<file path="src/rtl/muldiv_pkg.sv">
// muldiv_pkg: shared definitions for the divide sequencer slice.
//   - funct3 encodings of the four divide/remainder ops
//   - sequencer state encoding
//   - timeout bound for the iterative core
package muldiv_pkg;

  localparam logic [2:0] OP_DIV  = 3'b100;
  localparam logic [2:0] OP_DIVU = 3'b101;
  localparam logic [2:0] OP_REM  = 3'b110;
  localparam logic [2:0] OP_REMU = 3'b111;

  // Cycles allowed in WAIT_HI/WAIT_LO before the op is abandoned.
  localparam logic [5:0] TIMEOUT_LIMIT = 6'd40;

  typedef enum logic [2:0] {
    IDLE    = 3'd0,
    LAUNCH  = 3'd1,
    WAIT_HI = 3'd2,
    WAIT_LO = 3'd3,
    RESP    = 3'd4,
    DRAIN   = 3'd5
  } state_t;

endpackage

</file>
<file path="src/rtl/div_special.sv">
// div_special: combinational detection of divide ops whose result is
// architecturally fixed and need no trip through the iterative core.
//   op    : funct3 (bit2 = divide group, bit1 = remainder, bit0 = unsigned)
//   rs1   : dividend
//   rs2   : divisor
//   hit   : op is a special case
//   value : result for the special case (0 when hit is low)
module div_special
  import muldiv_pkg::*;
(
  input  logic [2:0]  op,
  input  logic [31:0] rs1,
  input  logic [31:0] rs2,
  output logic        hit,
  output logic [31:0] value
);

  logic is_rem;
  logic is_signed;

  assign is_rem    = op[1];
  assign is_signed = ~op[0];

  always_comb begin
    hit   = 1'b0;
    value = '0;
    if (op[2]) begin
      if (rs2 == '0) begin
        // Divide by zero: quotient all ones, remainder is the dividend.
        hit   = 1'b1;
        value = is_rem ? rs1 : '1;
      end else if (is_signed && rs1 == 32'h8000_0000 && rs2 == '1) begin
        // Signed overflow: quotient wraps to the dividend, remainder 0.
        hit   = 1'b1;
        value = is_rem ? '0 : 32'h8000_0000;
      end
    end
  end

endmodule

</file>
<file path="src/rtl/div_sequencer.sv">
// div_sequencer: hands divide/remainder ops from execute to an external
// iterative divider core and returns the result to writeback.
//   clk, rst_n              : clock, async active-low reset
//   req_valid/ready/op/rs1/rs2/rd : op request from execute
//   flush                   : kills the in-flight op (no response)
//   core_start              : one-cycle launch pulse to the core
//   core_op/num/den         : operands held to the core
//   core_busy, core_result  : core status and result
//   rsp_valid/ready/data/rd : result handshake to writeback
//   timeout                 : sticky, core exceeded TIMEOUT_LIMIT cycles
module div_sequencer
  import muldiv_pkg::*;
(
  input  logic        clk,
  input  logic        rst_n,
  input  logic        req_valid,
  output logic        req_ready,
  input  logic [2:0]  req_op,
  input  logic [31:0] req_rs1,
  input  logic [31:0] req_rs2,
  input  logic [4:0]  req_rd,
  input  logic        flush,
  output logic        core_start,
  output logic [2:0]  core_op,
  output logic [31:0] core_num,
  output logic [31:0] core_den,
  input  logic        core_busy,
  input  logic [31:0] core_result,
  output logic        rsp_valid,
  input  logic        rsp_ready,
  output logic [31:0] rsp_data,
  output logic [4:0]  rsp_rd,
  output logic        timeout
);

  state_t      state;
  logic [2:0]  op_q;
  logic [31:0] num_q;
  logic [31:0] den_q;
  logic [4:0]  rd_q;
  logic [31:0] data_q;
  logic [5:0]  cnt_q;
  logic [5:0]  cnt_inc;
  logic        timeout_q;
  logic        accept;
  logic        sp_hit;
  logic [31:0] sp_value;

  // Special cases are judged on the incoming operands so the result is
  // ready on the cycle right after accept.
  div_special u_special (
    .op    (req_op),
    .rs1   (req_rs1),
    .rs2   (req_rs2),
    .hit   (sp_hit),
    .value (sp_value)
  );

  // A flush in IDLE must block the accept, so it also drops ready.
  assign req_ready = (state == IDLE) && !core_busy && !flush;
  assign accept    = req_valid && req_ready;

  assign cnt_inc = (cnt_q == '1) ? cnt_q : cnt_q + 6'd1;

  always_ff @(posedge clk or negedge rst_n) begin
    if (!rst_n) begin
      state     <= IDLE;
      op_q      <= '0;
      num_q     <= '0;
      den_q     <= '0;
      rd_q      <= '0;
      data_q    <= '0;
      cnt_q     <= '0;
      timeout_q <= 1'b0;
    end else begin
      case (state)
        IDLE: begin
          if (accept) begin
            op_q  <= req_op;
            num_q <= req_rs1;
            den_q <= req_rs2;
            rd_q  <= req_rd;
            if (sp_hit) begin
              data_q <= sp_value;
              state  <= RESP;
            end else begin
              state <= LAUNCH;
            end
          end
        end
        LAUNCH: begin
          cnt_q <= '0;
          state <= flush ? DRAIN : WAIT_HI;
        end
        WAIT_HI, WAIT_LO: begin
          if (flush) begin
            state <= DRAIN;
          end else if (state == WAIT_LO && !core_busy) begin
            data_q <= core_result;
            state  <= RESP;
          end else if (cnt_inc == TIMEOUT_LIMIT) begin
            timeout_q <= 1'b1;
            data_q    <= '0;
            state     <= RESP;
          end else begin
            cnt_q <= cnt_inc;
            if (state == WAIT_HI && core_busy) state <= WAIT_LO;
          end
        end
        RESP: begin
          // Flush and rsp_ready both end the response; flush wins.
          if (flush || rsp_ready) state <= IDLE;
        end
        DRAIN: begin
          if (!core_busy) state <= IDLE;
        end
        default: state <= IDLE;
      endcase
    end
  end

  assign core_start = (state == LAUNCH);
  assign core_op    = op_q;
  assign core_num   = num_q;
  assign core_den   = den_q;
  assign rsp_valid  = (state == RESP);
  assign rsp_data   = data_q;
  assign rsp_rd     = rd_q;
  assign timeout    = timeout_q;

endmodule

</file>
<file path="config.mk">
export PLATFORM = sky130hd
export DESIGN_NAME = div_sequencer
export DESIGN_NICKNAME = d
export VERILOG_FILES = /design/src/rtl/muldiv_pkg.sv /design/src/rtl/div_special.sv /design/src/rtl/div_sequencer.sv
export SDC_FILE = /design/constraint.sdc
export NUM_CORES = 1
export LEC_CHECK = 0
export CORE_MARGIN = 2
export CORE_UTILIZATION = 40
export CTS_CLUSTER_SIZE = 28
export DETAILED_ROUTE_END_ITERATION = 8
export GPL_TIMING_DRIVEN = 0
export PLACE_DENSITY = 0.77
export SLEW_MARGIN = 5
export SYNTH_ARGS = -nofsm -noshare
export SYNTH_HDL_FRONTEND = slang
export SYNTH_SLANG_ARGS = --single-unit
</file>
<file path="constraint.sdc">
create_clock -name clk -period 2.6 [get_ports clk]
set_clock_uncertainty 0.2 [all_clocks]
set_input_delay 0.78 -clock clk [delete_from_list [all_inputs] [get_ports clk]]
set_output_delay 0.78 -clock clk [all_outputs]
set_load 0.005 [all_outputs]
</file>
==> impl_table.tex <==
\begin{tabular}{lr}
\hline
Metric & Value \\
\hline
\multicolumn{2}{l}{\textbf{STA}} \\
\quad Fmax achieved & 0.3798 GHz \\
\quad RSZ-0062 raised after global routing & true \\
\quad Minimum clock period after layout & 2.633 ns \\
\quad Endpoints failing hold & 0 \\
\quad Number of setup violations in the final report & 26 \\
\quad Minimum hold slack & 0.01583 ns \\
\quad Transition time at the pin with the least slew margin & 0.6406 ns \\
\quad Number of max-slew violations in the final report & 0 \\
\quad Headroom to the max-slew limit & 57.29\% \\
\quad Minimum setup slack in the final design & -0.03322 ns \\
\quad Fin crit share & 101.3\% \\
\quad Post-Route Setup TNS & -0.5560 ns \\
\multicolumn{2}{l}{\textbf{Die}} \\
\quad Floorplan die area & 0.01516 mm\^{}2 \\
\quad I/O Pins & 218 \\
\quad Height of the die & 123.1 um \\
\quad Core Footprint & 0.01388 mm\^{}2 \\
\quad Effective utilization at floorplan & 40.89\% \\
\quad Die width & 123.1 um \\
\quad Number of rows created at floorplan & 43 \\
\multicolumn{2}{l}{\textbf{Logic synthesis}} \\
\quad Yosys reg bits & 114 \\
\quad Cell area after synthesis & 0.005675 mm\^{}2 \\
\quad Fraction of synthesized cell area taken by the top area cell type & 50.26\% \\
\quad Leading cell types by total area after synthesis & sky130\_fd\_sc\_hd\_\_dfrtp\_1 50\%, sky130\_fd\_sc\_hd\_\_nand2\_1 15\%, sky130\_fd\_sc\_hd\_\_mux2\_4 7.9\% \\
\quad Number of enable flip-flop cells after synthesis & 0 \\
\quad Sequential fraction of the synthesis area & 50.26\% \\
\quad Post-synthesis area per instance & 9.491 um\^{}2 \\
\quad Instance count of the mapped netlist & 598 \\
\quad Most frequent cell after synthesis & sky130\_fd\_sc\_hd\_\_nand2\_1 \\
\quad Synth warnings & 0 \\
\quad Commonest cells in the netlist & 228 x sky130\_fd\_sc\_hd\_\_nand2\_1, 114 x sky130\_fd\_sc\_hd\_\_dfrtp\_1, 35 x sky130\_fd\_sc\_hd\_\_nand2b\_1, 32 x sky130\_fd\_sc\_hd\_\_a22o\_1, 30 x sky130\_fd\_sc\_hd\_\_mux2\_4 \\
\quad Cell taking the most area after synthesis & sky130\_fd\_sc\_hd\_\_dfrtp\_1 \\
\quad Proportion of register bits with asynchronous set or reset after synthesis & 100.0\% \\
\quad Post-synthesis cell type count & 44 \\
\quad Synth Net Count & 709 \\
\quad Most frequently used flop master after synthesis & sky130\_fd\_sc\_hd\_\_dfrtp\_1 \\
\multicolumn{2}{l}{\textbf{Route}} \\
\quad Remaining antenna violation count & 0 \\
\quad First-pass detailed-route iteration total & 8 \\
\quad Remaining DRCs & 0 \\
\quad DRT iter0 DRCs & 392 \\
\quad Via count normalized by instance count & 5.243 \\
\quad Aggregate routed wire length & 19560 um \\
\quad Via count & 5432 \\
\quad Routed length per placed instance & 18.88 um \\
\multicolumn{2}{l}{\textbf{Clock tree}} \\
\quad CTS clock-pin slew for the worst setup and hold paths & 0.06 ns \\
\quad Number of clock buffers inserted by TritonCTS & 17 \\
\quad CTS max path bufs & 2 \\
\quad Clock tree from TritonCTS & yes \\
\quad TritonCTS sink count & 114 \\
\quad H-tree level count & 4 \\
\quad Root Buffer Master & sky130\_fd\_sc\_hd\_\_clkbuf\_16 \\
\quad Later-pin clock latency in the skew report & 0.41 ns \\
\multicolumn{2}{l}{\textbf{Min path}} \\
\quad Type of the worst min-delay path & in2async \\
\multicolumn{2}{l}{\textbf{Finish}} \\
\quad Nets & 954 \\
\quad Inserted Diodes & 0 \\
\quad Fraction of layout cells with a size suffix above 1 & 17.17\% \\
\quad Filler instances & 1126 \\
\quad Fin util & 64.95\% \\
\quad Layout area overhead & 58.84\% \\
\multicolumn{2}{l}{\textbf{Critical path}} \\
\quad Largest driver fanout on the critical path & 6 \\
\quad Reg-to-Reg End & rsp\_data[24]\$\_DFFE\_PN0P\_ \\
\quad R2r worst-path depth & 9 \\
\quad Data required time at the worst endpoint & 2.70 ns \\
\quad Endpoint type of the worst setup path & register \\
\quad CP Data Arrival Time & 2.74 ns \\
\quad Worst Setup Start Kind & input port \\
\quad Slack of the worst reg-to-reg path & 0.01 ns \\
\quad Worst setup path category & in2reg \\
\quad Startpoint of the most critical register-to-register path & cnt\_q[1]\$\_DFFE\_PN0P\_ \\
\multicolumn{2}{l}{\textbf{Placed design}} \\
\quad Final estimated routing congestion in global placement & 0.8660 \\
\quad Number of buffer cells added on primary ports & 216 \\
\quad Detail Placement HPWL & 14150 um \\
\quad Worst setup timing slack at the placement stage & -0.8442 ns \\
\multicolumn{2}{l}{\textbf{Outcome}} \\
\quad Result of the run & finished with violations \\
\quad Failing checks & setup timing \\
\multicolumn{2}{l}{\textbf{Global route}} \\
\quad Antenna violations before repair & 0 \\
\quad Total overflow reported by the global router & 0 \\
\quad Total track usage & 26.36\% \\
\quad Via count of the first global-routing pass & 5395 \\
\quad First-pass GRT wire length & 29820 um \\
\quad Pin count of the biggest net entering global routing & 90 \\
\multicolumn{2}{l}{\textbf{Job}} \\
\quad Max-capacitance violation count & 0 \\
\multicolumn{2}{l}{\textbf{Power}} \\
\quad VDD IR-drop max & 0.0005511 V \\
\quad P per Cell Area & 916.6 mW/mm\^{}2 \\
\quad LEAKAGE & 4.298 nW \\
\hline
\end{tabular}
## registers in the layout (all words and copies together) (netlist names)
| name | flops |
|---|---|
| cnt_q | 6 |
| core_num | 32 |
| rsp_rd | 5 |
| timeout | 1 |
| core_den | 32 |
| rsp_data | 32 |
| state | 3 |
| core_op | 3 |
## routing by layer
layer	routed length [um]	global-route usage [%]	vias to the layer above
li1	-	-	2562
met5	0	0	-
met2	9557	43.47	221
met1	8312	33.83	2620
met4	348	9.020	0
met3	1339	6.688	29
## timing repair
item / in CTS / in global routing
buffers inserted: 10 / 2
setup endpoints to repair: 112 / 43
cloned: 3 / 0
pin swaps: 19 / 15
hold buffers: 0 / 0
endpoints found under the hold margin: 0 / 0
gates resized for setup: 139 / 44
## cells by family after synthesis
kind of cell             after synthesis  synth area share (%)
AND/OR/NAND/NOR                      348                 28.59
flip-flops                           114                 50.26
AO/OA/AOI/OAI                         65                 9.083
buffers and inverters                 37                 3.307
multiplexers                          33                 8.532
adder cells (fa/ha/maj)                1                0.2204
## worst max path at each step
| stage | start | endpoint | slack (ns) | cells after the start |
|---|---|---|---|---|
| after floorplan | req_rs1[23] | rsp_data[0]$_DFFE_PN0P_ | -0.13 | 7 |
| after global placement | rst_n | rsp_rd[3]$_DFFE_PN0P_ | -3.89 | 1 |
| after detailed placement | req_rs1[27] | rsp_data[21]$_DFFE_PN0P_ | -0.84 | 8 |
| after CTS | req_rs1[9] | rsp_data[3]$_DFFE_PN0P_ | -0.12 | 10 |
| after global routing | req_rs1[12] | rsp_data[24]$_DFFE_PN0P_ | -0.10 | 9 |
| final | req_rs2[17] | rsp_data[24]$_DFFE_PN0P_ | -0.03 | 9 |
## stage by stage
stage                     cells  total power, mW  area [um^2]
after floorplan             598            3.964         5675
after global placement      994            5.793         8063
after detailed placement    995            5.858         8092
after CTS                  1037            8.277         8932
after global routing       1036            8.745         9015
final                      1036            8.263         9015
## cells in the final DEF (no fill, tap or decap), types with 7 or more instances in the layout
cell type	synthesis	layout
sky130_fd_sc_hd__a22o_1	32	32
sky130_fd_sc_hd__clkbuf_1	25	16
sky130_fd_sc_hd__a21oi_1	10	10
sky130_fd_sc_hd__dfrtp_1	114	110
sky130_fd_sc_hd__nand4_1	19	19
sky130_fd_sc_hd__nand2_1	228	227
sky130_fd_sc_hd__buf_2	0	7
sky130_fd_sc_hd__buf_4	0	9
sky130_fd_sc_hd__mux2_4	30	30
sky130_fd_sc_hd__nor4_1	22	13
sky130_fd_sc_hd__dlygate4sd2_1	0	22
sky130_fd_sc_hd__nand2b_1	35	35
sky130_fd_sc_hd__dlymetal6s2s_1	0	13
sky130_fd_sc_hd__clkbuf_16	0	17
sky130_fd_sc_hd__clkdlybuf4s50_1	0	161
## cell type report
class	instances	area, um^2	share of cell area [%]
Tap cell	180	225.2	2.498
Clock buffer	17	425.4	4.719
Inverter	4	15.01	0.1666
Timing Repair Buffer	228	2306	25.58
Buffer	31	190.2	2.110
Clock inverter	15	158.9	1.763
Sequential cell	114	2858	31.70
Multi-Input combinational cell	447	2836	31.46
## worst max-delay path, stage by stage
cell	delay, ns
sky130_fd_sc_hd__clkdlybuf4s50_1	0.47
sky130_fd_sc_hd__nor4_2	0.29
sky130_fd_sc_hd__and4_4	0.28
sky130_fd_sc_hd__nand3_4	0.12
sky130_fd_sc_hd__nor2_4	0.13
sky130_fd_sc_hd__nor3_4	0.06
sky130_fd_sc_hd__buf_12	0.16
sky130_fd_sc_hd__buf_16	0.14
sky130_fd_sc_hd__mux2_4	0.30
## power by group
group          internal (mW)  switching (mW)  total (mW)  leakage, nW
Combinational           1.82            1.27        3.09         2.54
Clock                   1.42           0.887        2.30        0.280
Sequential              2.44           0.428        2.87         1.48
Power figures use the tool's default switching activity.
==> variant: new RTL, same flow settings <==
Encoding of `state_t`: now one-hot (6 bits for 6 states).
--- a/src/rtl/muldiv_pkg.sv
+++ b/src/rtl/muldiv_pkg.sv
@@ -14,9 +14,9 @@
 
-  typedef enum logic [2:0] {
-    IDLE    = 3'd0,
-    LAUNCH  = 3'd1,
-    WAIT_HI = 3'd2,
-    WAIT_LO = 3'd3,
-    RESP    = 3'd4,
-    DRAIN   = 3'd5
+  typedef enum logic [5:0] {
+    IDLE    = 6'b000001,
+    LAUNCH  = 6'b000010,
+    WAIT_HI = 6'b000100,
+    WAIT_LO = 6'b001000,
+    RESP    = 6'b010000,
+    DRAIN   = 6'b100000
   } state_t;
Behaviour: no difference found for any inputs over 4 cycles, from zero or initial values and one cycle with rst_n low; so few cycles prove little.
==> variant against the original RTL <==
The run still ends with negative setup slack left; synthesized cell count grew 2.3%; largest cell class unchanged; wire length fell by 0.72%; sequential share of layout area increased by 0.88 points; highest routed layer unchanged; power is 7.4% lower; area after synthesis is 1.3% lower; sequential cell count grew 3; design area is 0.15% lower; setup slack lost 0.31 ns; critical endpoint is now core_start.
==> variant: results (changes against the original RTL) <==
stage,metric,value,unit,change
synth,synth_top_area_share,51.8,%,was 50.3%
synth,synthXorXnorAreaFrac,0.156,%,was 0%
placement,dp_hpwl,13.3,mm,was 14.2 mm
placement,post_dp_cell_area,8020,µm²,was 8090 µm²
timing,fin_hold_ws,0.0680,ns,was 0.0158 ns
power_and_ir_drop,peakVddDrop,418,µV,was 551 µV
cells_and_area,fillers,1179,,was 1126
cells_and_area,drive_gt1_share,19.4,%,was 17.2%
detailed_routing,met1Wirelength,8.12,mm,was 8.31 mm
worst_setup_path,reg2reg_to,rsp_data[10],,was rsp_data[24]
power_and_ir_drop,p_int,5.45,mW,was 5.68 mW
timing,worst_slack,-0.346,ns,was -0.0332 ns
synth,synthMuxAreaShare,8.74,%,was 8.53%
synth,syn_nets,723,,was 709
status,status,"finished, violations left",,unchanged
worst_setup_path,cpMaxStageDelayCell,or4_4,,was clkdlybuf4s50_1
cells_and_area,final_cells,1068,,was 1036
grt,grt_usage,26.0,%,was 26.4%
synth,synth_area_per_cell,9.15,µm²,was 9.49 µm²
placement,place_congestion,0.898,,was 0.866
timing,maxSlewHeadroom,61.6,%,was 57.3%
status,violations,negative setup slack,,unchanged
worst_setup_path,worstPathMaxFanout,2,,was 6
cells_and_area,layout.nets,986,,was 954
detailed_routing,route.detailed.wl_per_inst,18.2,µm,was 18.9 µm
detailed_routing,via_per_inst,5.09,,was 5.24
placement,place_inst,1009,,was 995
grt,use_met3,6.41,%,was 6.69%
timing,setup_viol,35,,was 26
[variant: area by class of cell]
| type | instances | area, µm² | area share [%] |
|---|---|---|---|
| multi-input combinational | 455 | 2720 | 30.2 |
| tap | 180 | 225 | 2.50 |
| inverter | 8 | 32.5 | 0.361 |
| timing repair buffer | 247 | 2320 | 25.8 |
| buffer | 29 | 159 | 1.77 |
| clock inverter | 8 | 95.1 | 1.06 |
| sequential | 117 | 2930 | 32.6 |
| clock buffer | 24 | 512 | 5.69 |
[variant: what timing repair did]
action	4_1_cts	5_1_grt
resized for setup	130	69
endpoints found under the setup margin	109	43
pin swaps	32	25
hold buffers	0	0
buffers inserted	22	5
cloned	2	1
[variant: power by group through the flow]
stage          clock, mW  sequential (mW)  combinational, mW
2_1_floorplan          0             2.80              0.675
3_3_place_gp           0             2.75               2.29
3_5_place_dp           0             2.78               2.33
4_1_cts             2.40             2.76               2.46
5_1_grt             2.50             2.83               2.73
6_report            2.38             2.77               2.50
